<file path="config.mk">
export PLATFORM = sky130hd
export DESIGN_NAME = mem_stage_lsu_flat
export DESIGN_NICKNAME = d
export VERILOG_FILES = /design/src/rtl/mem_stage_pkg.sv /design/src/rtl/mem_stage_lsu_if.sv /design/src/rtl/load_formatter.sv /design/src/rtl/mem_stage_lsu.sv /design/src/flat_wrapper.sv
export SDC_FILE = /design/constraint.sdc
export NUM_CORES = 1
export LEC_CHECK = 0
export BUFFER_PORTS_ARGS = -buffer_cell sky130_fd_sc_hd__buf_2
export CAP_MARGIN = 10
export CORE_ASPECT_RATIO = 0.9
export CORE_MARGIN = 2
export CORE_UTILIZATION = 55
export CTS_BUF_LIST = sky130_fd_sc_hd__clkbuf_2
export CTS_CLUSTER_DIAMETER = 120
export DETAILED_ROUTE_END_ITERATION = 8
export PLACE_DENSITY_LB_ADDON = 0.15
export SYNTH_ARGS = -nofsm -noshare
export SYNTH_HDL_FRONTEND = slang
export SYNTH_SLANG_ARGS = --single-unit
</file>
<file path="constraint.sdc">
create_clock -name clock -period 4.4 [get_ports clock]
set_input_delay 0.88 -clock clock [delete_from_list [all_inputs] [get_ports clock]]
set_output_delay 0.88 -clock clock [all_outputs]
set_load 0.02 [all_outputs]
</file>
<file path="src/rtl/mem_stage_pkg.sv">
// mem_stage_pkg: shared funct3 length codes, FSM states and counter sizing for the memory stage
package mem_stage_pkg;
  localparam logic [2:0] LEN_B  = 3'b000;
  localparam logic [2:0] LEN_H  = 3'b001;
  localparam logic [2:0] LEN_W  = 3'b010;
  localparam logic [2:0] LEN_BU = 3'b100;
  localparam logic [2:0] LEN_HU = 3'b101;
  typedef enum logic [1:0] {IDLE, BUSY, DONE} state_t;
  function automatic int cnt_width(input int t);
    return (t < 1) ? 1 : $clog2(t + 1);
  endfunction
endpackage

</file>
<file path="src/rtl/mem_stage_lsu_if.sv">
// mem_stage_lsu_if: req/ack data bus between the memory stage (master) and memory (slave)
interface mem_stage_lsu_if;
  logic        bus_req;
  logic        bus_we;
  logic [31:0] bus_addr;
  logic [31:0] bus_wdata;
  logic [3:0]  bus_wstrb;
  logic [31:0] bus_rdata;
  logic        bus_ack;
  modport master (output bus_req, bus_we, bus_addr, bus_wdata, bus_wstrb, input bus_rdata, bus_ack);
  modport slave  (input bus_req, bus_we, bus_addr, bus_wdata, bus_wstrb, output bus_rdata, bus_ack);
endinterface

</file>
<file path="src/rtl/load_formatter.sv">
// load_formatter: picks the addressed byte/half lane of a read word and sign- or zero-extends it
module load_formatter
  import mem_stage_pkg::*;
(
  input  logic [31:0] i_rdata,
  input  logic [1:0]  i_addr,
  input  logic [2:0]  i_len,
  output logic [31:0] o_result
);
  logic [7:0]  w_byte;
  logic [15:0] w_half;
  assign w_byte = i_rdata[{i_addr, 3'b000} +: 8];
  assign w_half = i_addr[1] ? i_rdata[31:16] : i_rdata[15:0];
  // any length code that is not a byte or half form reads the whole word
  always_comb
    o_result = (i_len == LEN_B)  ? {{24{w_byte[7]}}, w_byte} :
               (i_len == LEN_BU) ? {24'b0, w_byte} :
               (i_len == LEN_H)  ? {{16{w_half[15]}}, w_half} :
               (i_len == LEN_HU) ? {16'b0, w_half} : i_rdata;
endmodule

</file>
<file path="src/rtl/mem_stage_lsu.sv">
// mem_stage_lsu: RV32 memory stage issuing loads/stores on a req/ack bus with stall, alignment and timeout handling
module mem_stage_lsu
  import mem_stage_pkg::*;
#(
  parameter int TIMEOUT_CYCLES = 255
) (
  input  logic                  clock,
  input  logic                  reset_n,
  input  logic [31:0]           mem_result,
  input  logic [31:0]           mem_rs2_data_forwarded,
  input  logic [4:0]            mem_rd,
  input  logic                  mem_reg_write,
  input  logic                  mem_mem_write,
  input  logic                  mem_mem_read,
  input  logic [2:0]            mem_mem_op_length,
  mem_stage_lsu_if.master       bus,
  output logic [31:0]           wb_result,
  output logic [4:0]            wb_rd,
  output logic                  wb_reg_write,
  output logic                  stall,
  output logic                  fault_misaligned,
  output logic                  fault_timeout
);
  localparam int CW = cnt_width(TIMEOUT_CYCLES);
  localparam logic [CW-1:0] T_LAST = CW'(TIMEOUT_CYCLES > 0 ? TIMEOUT_CYCLES - 1 : 0);
  state_t      r_state, w_next;
  logic [CW-1:0] r_cnt;
  logic        r_to, r_req, r_we;
  logic [31:0] r_rdata, r_addr, r_wdata;
  logic [3:0]  r_wstrb;
  logic [2:0]  r_len;
  logic [1:0]  r_off;
  logic        w_op, w_mis, w_start, w_expire;
  logic [1:0]  w_sz;
  logic [31:0] w_wdata, w_fmt;
  logic [3:0]  w_strb;
  assign w_sz     = mem_mem_op_length[1:0];
  assign w_op     = mem_mem_read | mem_mem_write;
  assign w_mis    = w_op & ((w_sz == LEN_H[1:0]) ? mem_result[0] : (w_sz != LEN_B[1:0]) & (|mem_result[1:0]));
  assign w_start  = (r_state == IDLE) & w_op & ~w_mis;
  assign w_expire = (TIMEOUT_CYCLES != 0) && (r_cnt == T_LAST);
  assign w_wdata  = (w_sz == LEN_B[1:0]) ? {4{mem_rs2_data_forwarded[7:0]}} :
                    (w_sz == LEN_H[1:0]) ? {2{mem_rs2_data_forwarded[15:0]}} : mem_rs2_data_forwarded;
  assign w_strb   = !mem_mem_write ? 4'b0000 :
                    (w_sz == LEN_B[1:0]) ? 4'b0001 << mem_result[1:0] :
                    (w_sz == LEN_H[1:0]) ? 4'b0011 << {mem_result[1], 1'b0} : 4'b1111;
  load_formatter u_fmt (.i_rdata(r_rdata), .i_addr(r_off), .i_len(r_len), .o_result(w_fmt));
  assign bus.bus_req   = r_req;
  assign bus.bus_we    = r_we;
  assign bus.bus_addr  = r_addr;
  assign bus.bus_wdata = r_wdata;
  assign bus.bus_wstrb = r_wstrb;
  assign wb_rd         = mem_rd;
  assign fault_timeout = (r_state == DONE) & r_to;
  // state, timeout counter, captured request and read data; reset drops an in-flight request at once
  always_ff @(posedge clock or negedge reset_n)
    if (!reset_n) begin
      r_state <= IDLE;
      r_cnt   <= '0;
      r_to    <= 1'b0;
      r_req   <= 1'b0;
      r_we    <= 1'b0;
      r_addr  <= '0;
      r_wdata <= '0;
      r_wstrb <= '0;
      r_rdata <= '0;
      r_len   <= '0;
      r_off   <= '0;
    end else begin
      r_state <= w_next;
      r_cnt   <= (r_state == BUSY) ? r_cnt + 1'b1 : '0;
      r_to    <= (r_state == BUSY) & ~bus.bus_ack & w_expire;
      r_req   <= w_start | ((r_state == BUSY) & ~bus.bus_ack & ~w_expire);
      if ((r_state == BUSY) && bus.bus_ack) r_rdata <= bus.bus_rdata;
      if (w_start) begin
        r_addr  <= {mem_result[31:2], 2'b00};
        r_we    <= mem_mem_write;
        r_wdata <= w_wdata;
        r_wstrb <= w_strb;
        r_len   <= mem_mem_op_length;
        r_off   <= mem_result[1:0];
      end
    end
  // next state and writeback/stall/fault outputs; an ack wins over a timeout in the same cycle
  always_comb begin
    w_next           = r_state;
    stall            = 1'b0;
    wb_reg_write     = 1'b0;
    wb_result        = '0;
    fault_misaligned = 1'b0;
    unique case (r_state)
      IDLE: begin
        fault_misaligned = w_mis;
        stall            = w_start;
        w_next           = w_start ? BUSY : IDLE;
        wb_result        = w_op ? '0 : mem_result;
        wb_reg_write     = ~w_op & mem_reg_write;
      end
      BUSY: begin
        stall  = 1'b1;
        w_next = (bus.bus_ack || w_expire) ? DONE : BUSY;
      end
      DONE: begin
        w_next       = IDLE;
        wb_result    = r_to ? '0 : r_we ? mem_result : w_fmt;
        wb_reg_write = ~r_to & mem_reg_write;
      end
      default: w_next = IDLE;
    endcase
    if (!reset_n) begin
      stall            = 1'b0;
      wb_reg_write     = 1'b0;
      fault_misaligned = 1'b0;
    end
  end
endmodule

</file>
<file path="src/flat_wrapper.sv">
// flat-port wrapper written by rule: the top's interface ports become plain ports
module mem_stage_lsu_flat import mem_stage_pkg::*;
#(
  parameter int TIMEOUT_CYCLES = 255
)
  (clock, reset_n, mem_result, mem_rs2_data_forwarded, mem_rd, mem_reg_write, mem_mem_write, mem_mem_read, mem_mem_op_length, wb_result, wb_rd, wb_reg_write, stall, fault_misaligned, fault_timeout, bus_bus_req, bus_bus_we, bus_bus_addr, bus_bus_wdata, bus_bus_wstrb, bus_bus_rdata, bus_bus_ack);
  mem_stage_lsu_if bus_i ();
  input  logic clock;
  input  logic reset_n;
  input  logic [31:0] mem_result;
  input  logic [31:0] mem_rs2_data_forwarded;
  input  logic [4:0] mem_rd;
  input  logic mem_reg_write;
  input  logic mem_mem_write;
  input  logic mem_mem_read;
  input  logic [2:0] mem_mem_op_length;
  output logic [31:0] wb_result;
  output logic [4:0] wb_rd;
  output logic wb_reg_write;
  output logic stall;
  output logic fault_misaligned;
  output logic fault_timeout;
  output wire logic [$bits(bus_i.bus_req)-1:0] bus_bus_req;
  output wire logic [$bits(bus_i.bus_we)-1:0] bus_bus_we;
  output wire logic [$bits(bus_i.bus_addr)-1:0] bus_bus_addr;
  output wire logic [$bits(bus_i.bus_wdata)-1:0] bus_bus_wdata;
  output wire logic [$bits(bus_i.bus_wstrb)-1:0] bus_bus_wstrb;
  input wire logic [$bits(bus_i.bus_rdata)-1:0] bus_bus_rdata;
  input wire logic [$bits(bus_i.bus_ack)-1:0] bus_bus_ack;
  assign bus_bus_req = bus_i.bus_req;
  assign bus_bus_we = bus_i.bus_we;
  assign bus_bus_addr = bus_i.bus_addr;
  assign bus_bus_wdata = bus_i.bus_wdata;
  assign bus_bus_wstrb = bus_i.bus_wstrb;
  assign bus_i.bus_rdata = bus_bus_rdata;
  assign bus_i.bus_ack = bus_bus_ack;
  mem_stage_lsu #(.TIMEOUT_CYCLES(TIMEOUT_CYCLES)) u_core (.clock(clock), .reset_n(reset_n), .mem_result(mem_result), .mem_rs2_data_forwarded(mem_rs2_data_forwarded), .mem_rd(mem_rd), .mem_reg_write(mem_reg_write), .mem_mem_write(mem_mem_write), .mem_mem_read(mem_mem_read), .mem_mem_op_length(mem_mem_op_length), .bus(bus_i), .wb_result(wb_result), .wb_rd(wb_rd), .wb_reg_write(wb_reg_write), .stall(stall), .fault_misaligned(fault_misaligned), .fault_timeout(fault_timeout));
endmodule
</file>
==> results.yml <==
status:
  status: "finished clean"
global_route:
  grt_use_total_pct: 28.0
  grt_max_degree: 100
  grt_pass1_wl_um: 25100
  grt_pass1_vias: 4841
  antenna_found_initial: 1
  globalRoute.totalOverflow: 0
floorplan:
  rows: 35
  chipWidth_um: 113
  ios: 221
  start_util_pct: 56.8
  core_area_mm2: 0.0103
  die-area_mm2: 0.0115
  die_height_um: 102
pwr:
  p_leak_nw: 3.50
  p_total_mw: 4.52
  ir_worst_vdd_v: 0.000456
  p_per_area_mw_per_mm2: 636
finish:
  final_common_cell: "buf_2"
  layout_common_cells: "buf_2, dfrtp_1, mux2_2"
  drive_gt1_share_pct: 43.9
  finalNetCount: 836
  syn_to_final_growth_pct: 21.9
placed_design:
  gp_congestion: 0.838
  hpwl_um: 11500
  io_buffer_count: 208
drt:
  first_iter_violations: 311
  wl_um: 16000
  top_layer: "met4"
  first_pass_iters: 4
  vias: 4939
  drc: 0
  met1Wirelength_um: 6970
  wire_per_inst_um: 18.4
  via_per_inst: 5.70
  wl_met2_um: 7530
  wl_met3_um: 1230
  ant_nets: 0
clocking:
  htreeDepth: 4
  clock-sinks: 116
  clk_path_buf_depth: 2
  clk_pin_slew_worst_paths_ns: 0.18
  numCtsBuffers: 17
  clock_latency_ns: 0.62
  cts_root_buf: "clkbuf_2"
  cts_resized: 0
  tritoncts: "yes"
  postCtsSetupBuffers: 0
  hold_buffers: 0
timing:
  period_share_pct: 88.5
  skew_ns: 0.0159
  final.setup.tns_ns: 0
  report.final.hold_viol_count: 0
  fin_crit_ns: 3.90
  rsz0062_at_grt: "no"
  worst_pin_slew_ns: 1.04
  final_max_slew_viol_count: 0
  fmax_mhz: 257
  relSlewSlack_pct: 30.8
  setup_viol: 0
critical_path:
  worstPathArrival_ns: 3.02
  crit_path_max_fanout: 25
  cp-end-kind: "output port"
  path_class: "flop to output port"
  crit_required_ns: 3.52
  cp-start-kind: "flop"
synthesis:
  netlist_area_mm2: 0.00584
  netlist_instances: 536
  yosysUniqueCellTypes: 47
  synth_edf_count: 0
  ys.flop_type: "dfrtp_1"
  synth_seq_cells: 116
  ys_seq_area_share_pct: 49.7
  avgSynthCellArea_um2: 10.9
  async_flop_share_pct: 100
  ys_warn_count: 0
min_path:
  hold_class: "primary input to async pin"
job:
  drv_cap: 0
==> final cells by class <==
class | count | area, um^2
Clock buffer | 19 | 95.1
Tap cell | 129 | 161
Sequential cell | 116 | 2900
Multi-Input combinational cell | 372 | 2700
Clock inverter | 12 | 163
Timing Repair Buffer | 213 | 1080
Fill cell | 815 | 3170
Inverter | 4 | 15.0
Antenna cell | 1 | 2.50
==> power breakdown <==
group	internal, mW	switching [mW]
Combinational	0.774	1.09
Sequential	1.49	0.413
Clock	0.367	0.392
Total	2.63	1.90
==> critical path: stages (launching register included) <==
cell and delay, ns:
dfrtp_1 0.68, or2_1 0.56, o31ai_4 0.75, a21o_1 0.18, o2bb2ai_1 0.08, buf_2 0.15
==> synth_stat cells, types with 2 or more instances <==
library cell    n  area [um^2]
buf_2          17         85.1
nor2b_1         8         50.1
nor3b_1         2         15.0
o21ai_0        31          155
clkbuf_1       18         67.6
ha_1            2         25.0
nand3_1        11         55.1
nor4_1          2         12.5
inv_1           4         15.0
nor2_1         24         90.1
a211o_1         5         43.8
nand2_1        65          244
nand4_1         2         12.5
dfrtp_1       116         2900
buf_6           2         22.5
and3_1          5         31.3
a32o_1          7         70.1
o31ai_1         2         15.0
a211oi_1        7         52.6
nand3b_1        2         15.0
xor2_1          3         26.3
mux2i_1        32          320
o2bb2ai_1      20          175
buf_4           7         52.6
a31oi_1         8         50.1
or3_1           3         18.8
a21oi_1        36          180
mux2_2         74          833
nand2b_1        3         18.8
==> registers in the layout, summed over array words and instances, names as in the netlist, 2 cells and up <==
signal                cells
u_core.bus.bus_wdata     32
u_core.r_rdata           32
u_core.bus.bus_addr      30
u_core.r_cnt              8
u_core.bus.bus_wstrb      4
u_core.r_len              3
u_core.r_off              2
u_core.r_state            2
==> final timing paths <==
check / from / to / slack (ns) / cells after the start
max: u_core.r_len[1]$_DFFE_PN0P_ / wb_result[8] / 0.50 / 5
min: reset_n / u_core.r_rdata[20]$_DFFE_PN0P_ / 0.18 / 1
max reg2reg: u_core.r_state[0]$_DFF_PN0_ / u_core.r_len[1]$_DFFE_PN0P_ / 2.21 / 4
min reg2reg: u_core.r_cnt[0]$_DFF_PN0_ / u_core.r_cnt[0]$_DFF_PN0_ / 0.49 / 1
max in group asynchronous: reset_n / u_core.r_rdata[13]$_DFFE_PN0P_ / 2.77 / 2
min in group clock: bus_bus_rdata[19] / u_core.r_rdata[19]$_DFFE_PN0P_ / 0.46 / 2
==> through the flow <==
| stage | instances | instance area [um^2] | worst slack, ns | hold WS (ns) | utilization, % |
|---|---|---|---|---|---|
| floorplan | 537 | 5840 | 1.56 | 0.455 | - |
| global placement | 834 | 6860 | 1.29 | 0.457 | 66.6 |
| detailed placement | 834 | 6860 | 1.20 | 0.465 | 66.6 |
| CTS | 865 | 7120 | 0.476 | 0.151 | 69.1 |
| global route | 866 | 7120 | 0.269 | 0.143 | 69.2 |
| finish | 866 | 7120 | 0.504 | 0.184 | 69.2 |
==> metal layers <==
| metal | vias to the layer above | GRT usage (%) |
|---|---|---|
| met5 | - | 0 |
| met4 | 0 | 7.97 |
| met3 | 26 | 7.36 |
| met2 | 216 | 45.0 |
| met1 | 2395 | 37.9 |
| li1 | 2302 | - |
==> logic make-up after synthesis <==
family / count (synthesis) / synth area share (%)
fa+ha+maj: 2 / 0.428
flops: 116 / 49.7
simple gates: 135 / 11.1
buf+inv: 49 / 4.22
xor+xnor: 4 / 0.600
compound gates: 122 / 13.8
other cells: 1 / 0.0642
mux: 107 / 20.1
Power figures use the tool's default switching activity.
